File: src/rtl/traffic_pkg.sv
// traffic_pkg: state encoding, lamp constants and countdown width shared by the traffic sequencer.
package traffic_pkg;
  localparam int CW = 8;
  typedef enum logic [2:0] {
    NS_GREEN  = 3'd0,
    NS_YELLOW = 3'd1,
    RED_A     = 3'd2,
    EW_GREEN  = 3'd3,
    EW_YELLOW = 3'd4,
    RED_B     = 3'd5,
    WALK      = 3'd6
  } state_e;
  localparam logic [2:0] RED    = 3'b100;
  localparam logic [2:0] YELLOW = 3'b010;
  localparam logic [2:0] GREEN  = 3'b001;
  function automatic logic [2:0] ns_lamp(input state_e s);
    return s == NS_GREEN ? GREEN : s == NS_YELLOW ? YELLOW : RED;
  endfunction
  function automatic logic [2:0] ew_lamp(input state_e s);
    return s == EW_GREEN ? GREEN : s == EW_YELLOW ? YELLOW : RED;
  endfunction
endpackage

File: src/rtl/phase_timer.sv
// phase_timer: loadable down-counter that steps on tick and holds at zero.
module phase_timer
  import traffic_pkg::*;
(
  input  logic          clk,
  input  logic          load,
  input  logic          tick,
  input  logic [CW-1:0] load_val,
  output logic [CW-1:0] value,
  output logic          done
);
  logic [CW-1:0] value_q, value_d;
  always_comb value_d = load ? load_val : (tick && value_q != '0) ? value_q - CW'(1) : value_q;
  always_ff @(posedge clk) value_q <= value_d;
  assign value = value_q;
  assign done  = value_q == '0;
endmodule

File: src/rtl/traffic_sequencer.sv
// traffic_sequencer: two-way intersection light FSM with optional pedestrian walk phase.
// Define PED_WALK_EN to enable the WALK phase; otherwise ped_req is ignored and ped_walk is 0.
module traffic_sequencer
  import traffic_pkg::*;
#(
  parameter int GREEN_T  = 30,
  parameter int YELLOW_T = 3,
  parameter int ALLRED_T = 2,
  parameter int WALK_T   = 10
) (
  input  logic          clk,
  input  logic          rst_n,
  input  logic          tick,
  input  logic          ped_req,
  output logic [2:0]    ns_light,
  output logic [2:0]    ew_light,
  output logic          ped_walk,
  output logic [CW-1:0] countdown,
  output logic [2:0]    phase
);
  state_e state_q, state_d;
  logic dir_q, dir_d, ped_pend, done, adv, load, walk_entry;
  logic [2:0] ns_q, ew_q;
  logic [CW-1:0] load_val;
  function automatic logic [CW-1:0] len(input state_e s);
    return (s == NS_GREEN || s == EW_GREEN) ? CW'(GREEN_T - 1) :
           (s == NS_YELLOW || s == EW_YELLOW) ? CW'(YELLOW_T - 1) :
           s == WALK ? CW'(WALK_T - 1) : CW'(ALLRED_T - 1);
  endfunction
  assign adv = tick && done;
  always_comb begin
    state_d = state_q;
    case (state_q)
      NS_GREEN:  if (adv) state_d = NS_YELLOW;
      NS_YELLOW: if (adv) state_d = RED_A;
      RED_A:     if (adv) state_d = ped_pend ? WALK : EW_GREEN;
      EW_GREEN:  if (adv) state_d = EW_YELLOW;
      EW_YELLOW: if (adv) state_d = RED_B;
      RED_B:     if (adv) state_d = ped_pend ? WALK : NS_GREEN;
      WALK:      if (adv) state_d = dir_q ? NS_GREEN : EW_GREEN;
      default:   state_d = NS_GREEN;
    endcase
  end
  // dir remembers which clearance led into WALK so the walk resumes the right direction
  assign walk_entry = state_d == WALK && state_q != WALK;
  assign dir_d      = walk_entry ? state_q == RED_B : dir_q;
  assign load       = !rst_n || state_d != state_q;
  assign load_val   = len(rst_n ? state_d : NS_GREEN);
  phase_timer u_timer (
    .clk      (clk),
    .load     (load),
    .tick     (tick),
    .load_val (load_val),
    .value    (countdown),
    .done     (done)
  );
  always_ff @(posedge clk) begin
    if (!rst_n) begin
      state_q <= NS_GREEN;
      dir_q   <= 1'b0;
      ns_q    <= GREEN;
      ew_q    <= RED;
    end else begin
      state_q <= state_d;
      dir_q   <= dir_d;
      ns_q    <= ns_lamp(state_d);
      ew_q    <= ew_lamp(state_d);
    end
  end
`ifdef PED_WALK_EN
  logic ped_q, walk_q;
  always_ff @(posedge clk) begin
    ped_q  <= rst_n && (ped_req || (ped_q && !walk_entry));
    walk_q <= rst_n && state_d == WALK;
  end
  assign ped_pend = ped_q;
  assign ped_walk = walk_q;
`else
  logic unused_ped;
  assign unused_ped = ped_req;
  assign ped_pend   = 1'b0;
  assign ped_walk   = 1'b0;
`endif
  assign ns_light = ns_q;
  assign ew_light = ew_q;
  assign phase    = state_q;
endmodule

File: config.mk
export PLATFORM = sky130hd
export DESIGN_NAME = traffic_sequencer
export DESIGN_NICKNAME = d
export VERILOG_FILES = /design/src/rtl/traffic_pkg.sv /design/src/rtl/phase_timer.sv /design/src/rtl/traffic_sequencer.sv
export SDC_FILE = /design/constraint.sdc
export NUM_CORES = 1
export LEC_CHECK = 0
export BUFFER_PORTS_ARGS = -buffer_cell sky130_fd_sc_hd__buf_2
export CORE_MARGIN = 3
export CORE_UTILIZATION = 45
export CTS_BUF_LIST = sky130_fd_sc_hd__clkbuf_4 sky130_fd_sc_hd__clkbuf_8
export CTS_CLUSTER_DIAMETER = 100
export DETAILED_ROUTE_END_ITERATION = 6
export GPL_ROUTABILITY_DRIVEN = 0
export PLACE_DENSITY_LB_ADDON = 0.15
export SLEW_MARGIN = 20
export SYNTH_ARGS = -nofsm -noshare
export SYNTH_HDL_FRONTEND = slang
export SYNTH_SLANG_ARGS = --single-unit
export TNS_END_PERCENT = 10
File: constraint.sdc
create_clock -name clk -period 1.9 [get_ports clk]
set_input_delay 0.19 -clock clk [delete_from_list [all_inputs] [get_ports clk]]
set_output_delay 0.19 -clock clk [all_outputs]
set_load 0.01 [all_outputs]
**Word level (Yosys, flattened, before mapping)**

Cells that the tools add are included.

- Bits in registers: 18
- Input bits: 4
- Output and inout port bits: 18
- Logic and storage cells: 57

- $add $sub $neg: 1
- Equal/unequal tests: 16
- Muxes and demuxes: 18
- Bitwise operators: 1
- Reductions and logical operators: 15

Operators with widths:

| operator | count |
|---|---|
| 3-bit 2-to-1 mux | 11 |
| 3-bit == test, second input constant | 7 |
| 3-bit case mux with 7 select lines | 1 |
| 8-bit 2-to-1 mux | 2 |
| 3-bit by 2-bit == test with 1-bit output, second input constant | 4 |
| 3-bit by 1-bit == test with 1-bit output, second input constant | 3 |
| 3-bit logical NOT | 3 |
| 8-bit logical NOT | 1 |
| 4-bit 2-to-1 mux | 2 |
| 8-bit nonzero test | 1 |
| 8-bit by 1-bit subtractor with 8-bit output, second input constant | 1 |
| 5-bit 2-to-1 mux | 1 |
| 2-bit OR reduction | 2 |
| 1-bit logical AND | 3 |
| 1-bit logical OR | 3 |
| 3-bit inequality test | 1 |
| 3-bit inequality test, second input constant | 1 |
| 2-bit 2-to-1 mux | 1 |
| 2-bit nonzero test | 1 |
| 1-bit logical NOT | 1 |
| 1-bit NOT | 1 |

**Depth between registers and ports, before layout**

- Depth in word-level cells: 10
- Mapped depth: 7
- Gate-level depth less buffers: 6

**Hierarchy**

A second synthesis with hierarchy kept.

- Cells, all modules: 120
- Area, all modules: 1104.8 µm²

Modules (own cells, without submodules):

| module | instances | cells each | area an instance (µm²) | sequential area each (µm²) |
|---|---|---|---|---|
| traffic_sequencer | 1 | 67 | 605.6 | 200.2 |
| phase_timer | 1 | 53 | 499.2 | 240.2 |

**Least setup slack after synthesis**

No wires, ideal clock.

- Kind: flip-flop to flip-flop
- From: register u_timer.value_q[0], in the netlist u_timer.value[0]
- To: register ns_q[0], in the netlist ns_light[0]
- Library setup time: 127 ps
- Data arrival time: 1584 ps
- Required time: 1773 ps
- Setup slack: 189 ps
- Stages on the path, launching flop included: 7
- Buffers on the path: 0
- Period minus slack after synthesis: 1711 ps
- Path through: edfxtp_1 -> inv_1 -> ha_1 -> and4bb_1 -> a21oi_2 -> and3_1 -> or3_1

- Cells in the longest elaborated chain, start to end: 6
- Elaborated cells on any way between the ends: 12
- Classes of those cells: mux (8); reduce/logical (4)

Ends and longest elaborated chain:

| what | RTL line | RTL |
|---|---|---|
| start, declared | phase_timer.sv:12 | `logic [CW-1:0] value_q, value_d;` |
| start signal, assigned | phase_timer.sv:14 | `always_ff @(posedge clk) value_q <= value_d;` |
| 8-bit logical NOT * | phase_timer.sv:16 | `assign done = value_q == '0;` |
| 1-bit logical AND * | traffic_sequencer.sv:30 | `assign adv = tick && done;` |
| 3-bit 2-to-1 mux (tied with other cells) | traffic_sequencer.sv:40 | `WALK: if (adv) state_d = dir_q ? NS_GREEN : EW_GREEN;` |
| 3-bit case mux with 7 select lines * | traffic_sequencer.sv:33 | `case (state_q)` |
| 3-bit logical NOT * | traffic_pkg.sv:17 | `return s == NS_GREEN ? GREEN : s == NS_YELLOW ? YELLOW : RED;` |
| 2-bit OR reduction (no source line) * | -- |  |
| end signal, assigned | traffic_sequencer.sv:66 | `ns_q <= ns_lamp(state_d);` |
| end, declared | traffic_sequencer.sv:23 | `logic [2:0] ns_q, ew_q;` |

Every way passes the cells marked *; elsewhere a longest branch is shown, timed or not.
A chain may end at the register's enable or synchronous reset.

**Final worst setup path**

- From: register u_timer.value_q[2], in the netlist u_timer.value[2]
- To: register u_timer.value_q[0], in the netlist u_timer.value[0] (data pin)

- Cells in the longest elaborated chain, start to end: 10
- Elaborated cells on any way between the ends: 22
- Classes of those cells: eq/ne (4); mux (12); reduce/logical (6)

Ends and longest elaborated chain:

| what | RTL line | RTL |
|---|---|---|
| 8-bit logical NOT * | phase_timer.sv:16 |  |
| 1-bit logical AND * | traffic_sequencer.sv:30 |  |
| 3-bit 2-to-1 mux (tied with other cells) | traffic_sequencer.sv:40 |  |
| 3-bit case mux with 7 select lines * | traffic_sequencer.sv:33 |  |
| 3-bit 2-to-1 mux | -- |  |
| 3-bit by 1-bit == test with 1-bit output / 3-bit == test (equally long branches) | traffic_sequencer.sv:27 | `(s == NS_YELLOW \|\| s == EW_YELLOW) ? CW'(YELLOW_T - 1) :` |
| 1-bit logical OR | traffic_sequencer.sv:27 |  |
| 4-bit 2-to-1 mux | traffic_sequencer.sv:27 |  |
| 5-bit 2-to-1 mux | traffic_sequencer.sv:26 | `return (s == NS_GREEN \|\| s == EW_GREEN) ? CW'(GREEN_T - 1) :` |
| 8-bit 2-to-1 mux * | phase_timer.sv:13 | `always_comb value_d = load ? load_val : (tick && value_q != '0) ? value_q - CW'(1) : value_q;` |
| named net u_timer.value_d[0] | phase_timer.sv:12 |  |

Mark *: on every way through the listed nets, which the timed path passes. The rest lies on a longest branch.

==> flow_metrics.env <==
export IMPL_status="completed"
export IMPL_clk_latency_ns=0.29
export IMPL_grt_pass1_wl_um=3230
export IMPL_place_ws_ns=0.106
export IMPL_max_slew_worst_pin_slew_ns=0.582
export IMPL_finalMaxSlewViolations=0
export IMPL_root_buffer="clkbuf_4"
export IMPL_slowest_stage="edfxtp_1"
export IMPL_endpoint_kind="register"
export IMPL_stdcell_count=152
export IMPL_cts_made_buffers=3
export IMPL_synth_distinct_cells=37
export IMPL_path_delay_family="simple AND/OR/NAND/NOR gates"
export IMPL_vias=826
export IMPL_die_area_mm2=0.00273
export IMPL_routed_wl_um=1910
export IMPL_cp_cell_sequence="nor4_4 -> nand2_1 -> a211o_1"
export IMPL_nets=132
export IMPL_grt_pass1_vias=755
export IMPL_syn_avg_cell_area_um2=9.54
export IMPL_die_h_um=52.3
export IMPL_vdd_drop_max_v=0.000388
export IMPL_crit_fanout=6
export IMPL_syn_inst=101
export IMPL_fin_ws_ns=0.0950
export IMPL_first_pass_iters=5
export IMPL_cp_start_kind="register"
export IMPL_hold_violations=0
export IMPL_critical_path_arrival_ns=1.86
export IMPL_routedWlPerCell_um=12.5
export IMPL_fin_util=0.579
export IMPL_clock_path_buffers=2
export IMPL_period_needed_ns=1.80
export IMPL_slowest_delay_ns=0.52
export IMPL_antennaDiodeCount=0
export IMPL_core_area_mm2=0.00200
export IMPL_cts_clk_slew_worst_paths_ns=0.10
export IMPL_first_iter_violations=14
export IMPL_num_io_pins=22
export IMPL_crit_buf_inv=0
export IMPL_num_fill_cells=194
export IMPL_fmaxAchievable_mhz=554
export IMPL_power_leakage_nw=0.423
export IMPL_drc=0
export IMPL_r2r_setup_slack_ns=0.1
export IMPL_p_per_area_mw_per_mm2=636
export IMPL_area_growth_synth_to_final_pct=20.4
export IMPL_layout_common_cells="19 x buf_2, 10 x nand2_1, 10 x dfxtp_1"
export IMPL_crit_required_ns=1.96
export IMPL_cts_tree="done"
export IMPL_die_w_um=52.3
export IMPL_grt_overflow=0
export IMPL_num_rows=16
export IMPL_io_buffers=19
export IMPL_ys_seq_area_frac=0.457
export IMPL_cts_htree_levels=1
export IMPL_relSlewSlack=0.612
export IMPL_dpl_hpwl_um=1460
export IMPL_clock_sinks=18
export IMPL_final_common_cell="buf_2"
export IMPL_critPathKind="reg2reg"
export IMPL_finClkSkew_ns=0.00148
export IMPL_hold_class="in2reg"
export IMPL_synth_fp_nets=107
export IMPL_syn_area_um2=963
export IMPL_setup_viol=0
export IMPL_postCtsSetupBuffers=0
export IMPL_start_util=0.481
export IMPL_track_usage=0.161
export IMPL_yosys_warnings=0
export IMPL_postRouteAntennaNets=0
export IMPL_drive_gt1_frac=0.304
export IMPL_dp_cells=148
export IMPL_antenna_found_initial=0
export IMPL_fin_crit_sh=0.950
export IMPL_grt_max_degree=17
export IMPL_viasPerCell=5.43
export IMPL_cap_viol_max_count=0
export IMPL_ys_ff_latch=18
==> area by class of cell <==
cell class / count / area [um2] / share of cell area
multi-input cells: 72 / 487 / 0.420
flip-flops and latches: 18 / 440 / 0.380
repair buffers: 25 / 140 / 0.121
clock buffers: 4 / 36.3 / 0.0313
well taps: 27 / 33.8 / 0.0291
inverters: 6 / 22.5 / 0.0194
==> kinds of logic after synthesis <==
group,after synthesis,share of synthesized area
AO/OA/AOI/OAI,26,0.178
XOR/XNOR,6,0.0545
adder cells (fa/ha/maj),2,0.0260
buffers and inverters,11,0.0519
flip-flops,18,0.457
multiplexers,1,0.0104
other,1,0.00389
AND/OR/NAND/NOR,36,0.218
==> metal layers <==
metal	global-route usage	wire length, um	share of wire	vias to the layer above
li1	-	-	-	414
met1	0.186	836	0.44	392
met2	0.282	954	0.50	15
met3	0.0256	68	0.036	5
met4	0.0894	47	0.025	0
met5	0	0	0	-
==> per-stage QoR <==
stage	TNS, ns	hold slack, ns	area [um2]	power (W)
after floorplan	0	0.308	963	0.000485
after global placement	0	0.487	1110	0.000511
after detailed placement	0	0.487	1110	0.000513
after CTS	0	0.154	1150	0.000752
after global routing	-0.0122	0.175	1160	0.000769
final	0	0.171	1160	0.000738
==> Yosys cell counts, drive strengths merged <==
library cell	number	area share
a211o	1	0.0091
a211oi	5	0.039
a21oi	7	0.040
a311oi	1	0.0091
a31o	1	0.0091
a31oi	1	0.0065
and2	1	0.0065
and3	1	0.0065
and4bb	1	0.013
buf	3	0.021
clkbuf	2	0.0078
conb	1	0.0039
dfxtp	10	0.21
edfxtp	8	0.25
ha	2	0.026
inv	6	0.023
mux2i	1	0.010
nand2	10	0.039
nand2b	1	0.0065
nand3	5	0.026
nor2	8	0.031
nor3	3	0.021
nor4	3	0.048
o211ai	1	0.0078
o21a	1	0.0078
o21ai	6	0.031
o221a	1	0.012
o22ai	1	0.0065
or2	1	0.0065
or3	1	0.0065
or4	1	0.0078
xnor2	5	0.045
xor2	1	0.0091
==> power breakdown <==
part | switching, W | internal (W) | leakage (nW)
combinational | 0.0000389 | 0.0000311 | 0.244
clock | 0.000117 | 0.000117 | 0.0210
sequential | 0.0000148 | 0.000419 | 0.158
==> sequential cells by signal, indices dropped and copies added (netlist names) <==
signal         count
u_timer.value      8
ew_light           3
ns_light           3
phase              3
dir_q              1
==> path summary, 6_finish.rpt <==
path	from	endpoint	cells past startpoint
max	u_timer.value[2]$_DFFE_PP_	u_timer.value[0]$_DFFE_PP_	3
min	rst_n	phase[0]$_DFF_P_	2
max reg2reg	u_timer.value[2]$_DFFE_PP_	u_timer.value[0]$_DFFE_PP_	3
min reg2reg	dir_q$_SDFFE_PN0P_	dir_q$_SDFFE_PN0P_	2
==> timing repair <==
item,4_1_cts,5_1_grt
setup endpoints to repair,0,8
resized for setup,0,4
hold buffers,0,0
hold endpoints to repair,0,0
(Power assumes the default switching activity.)
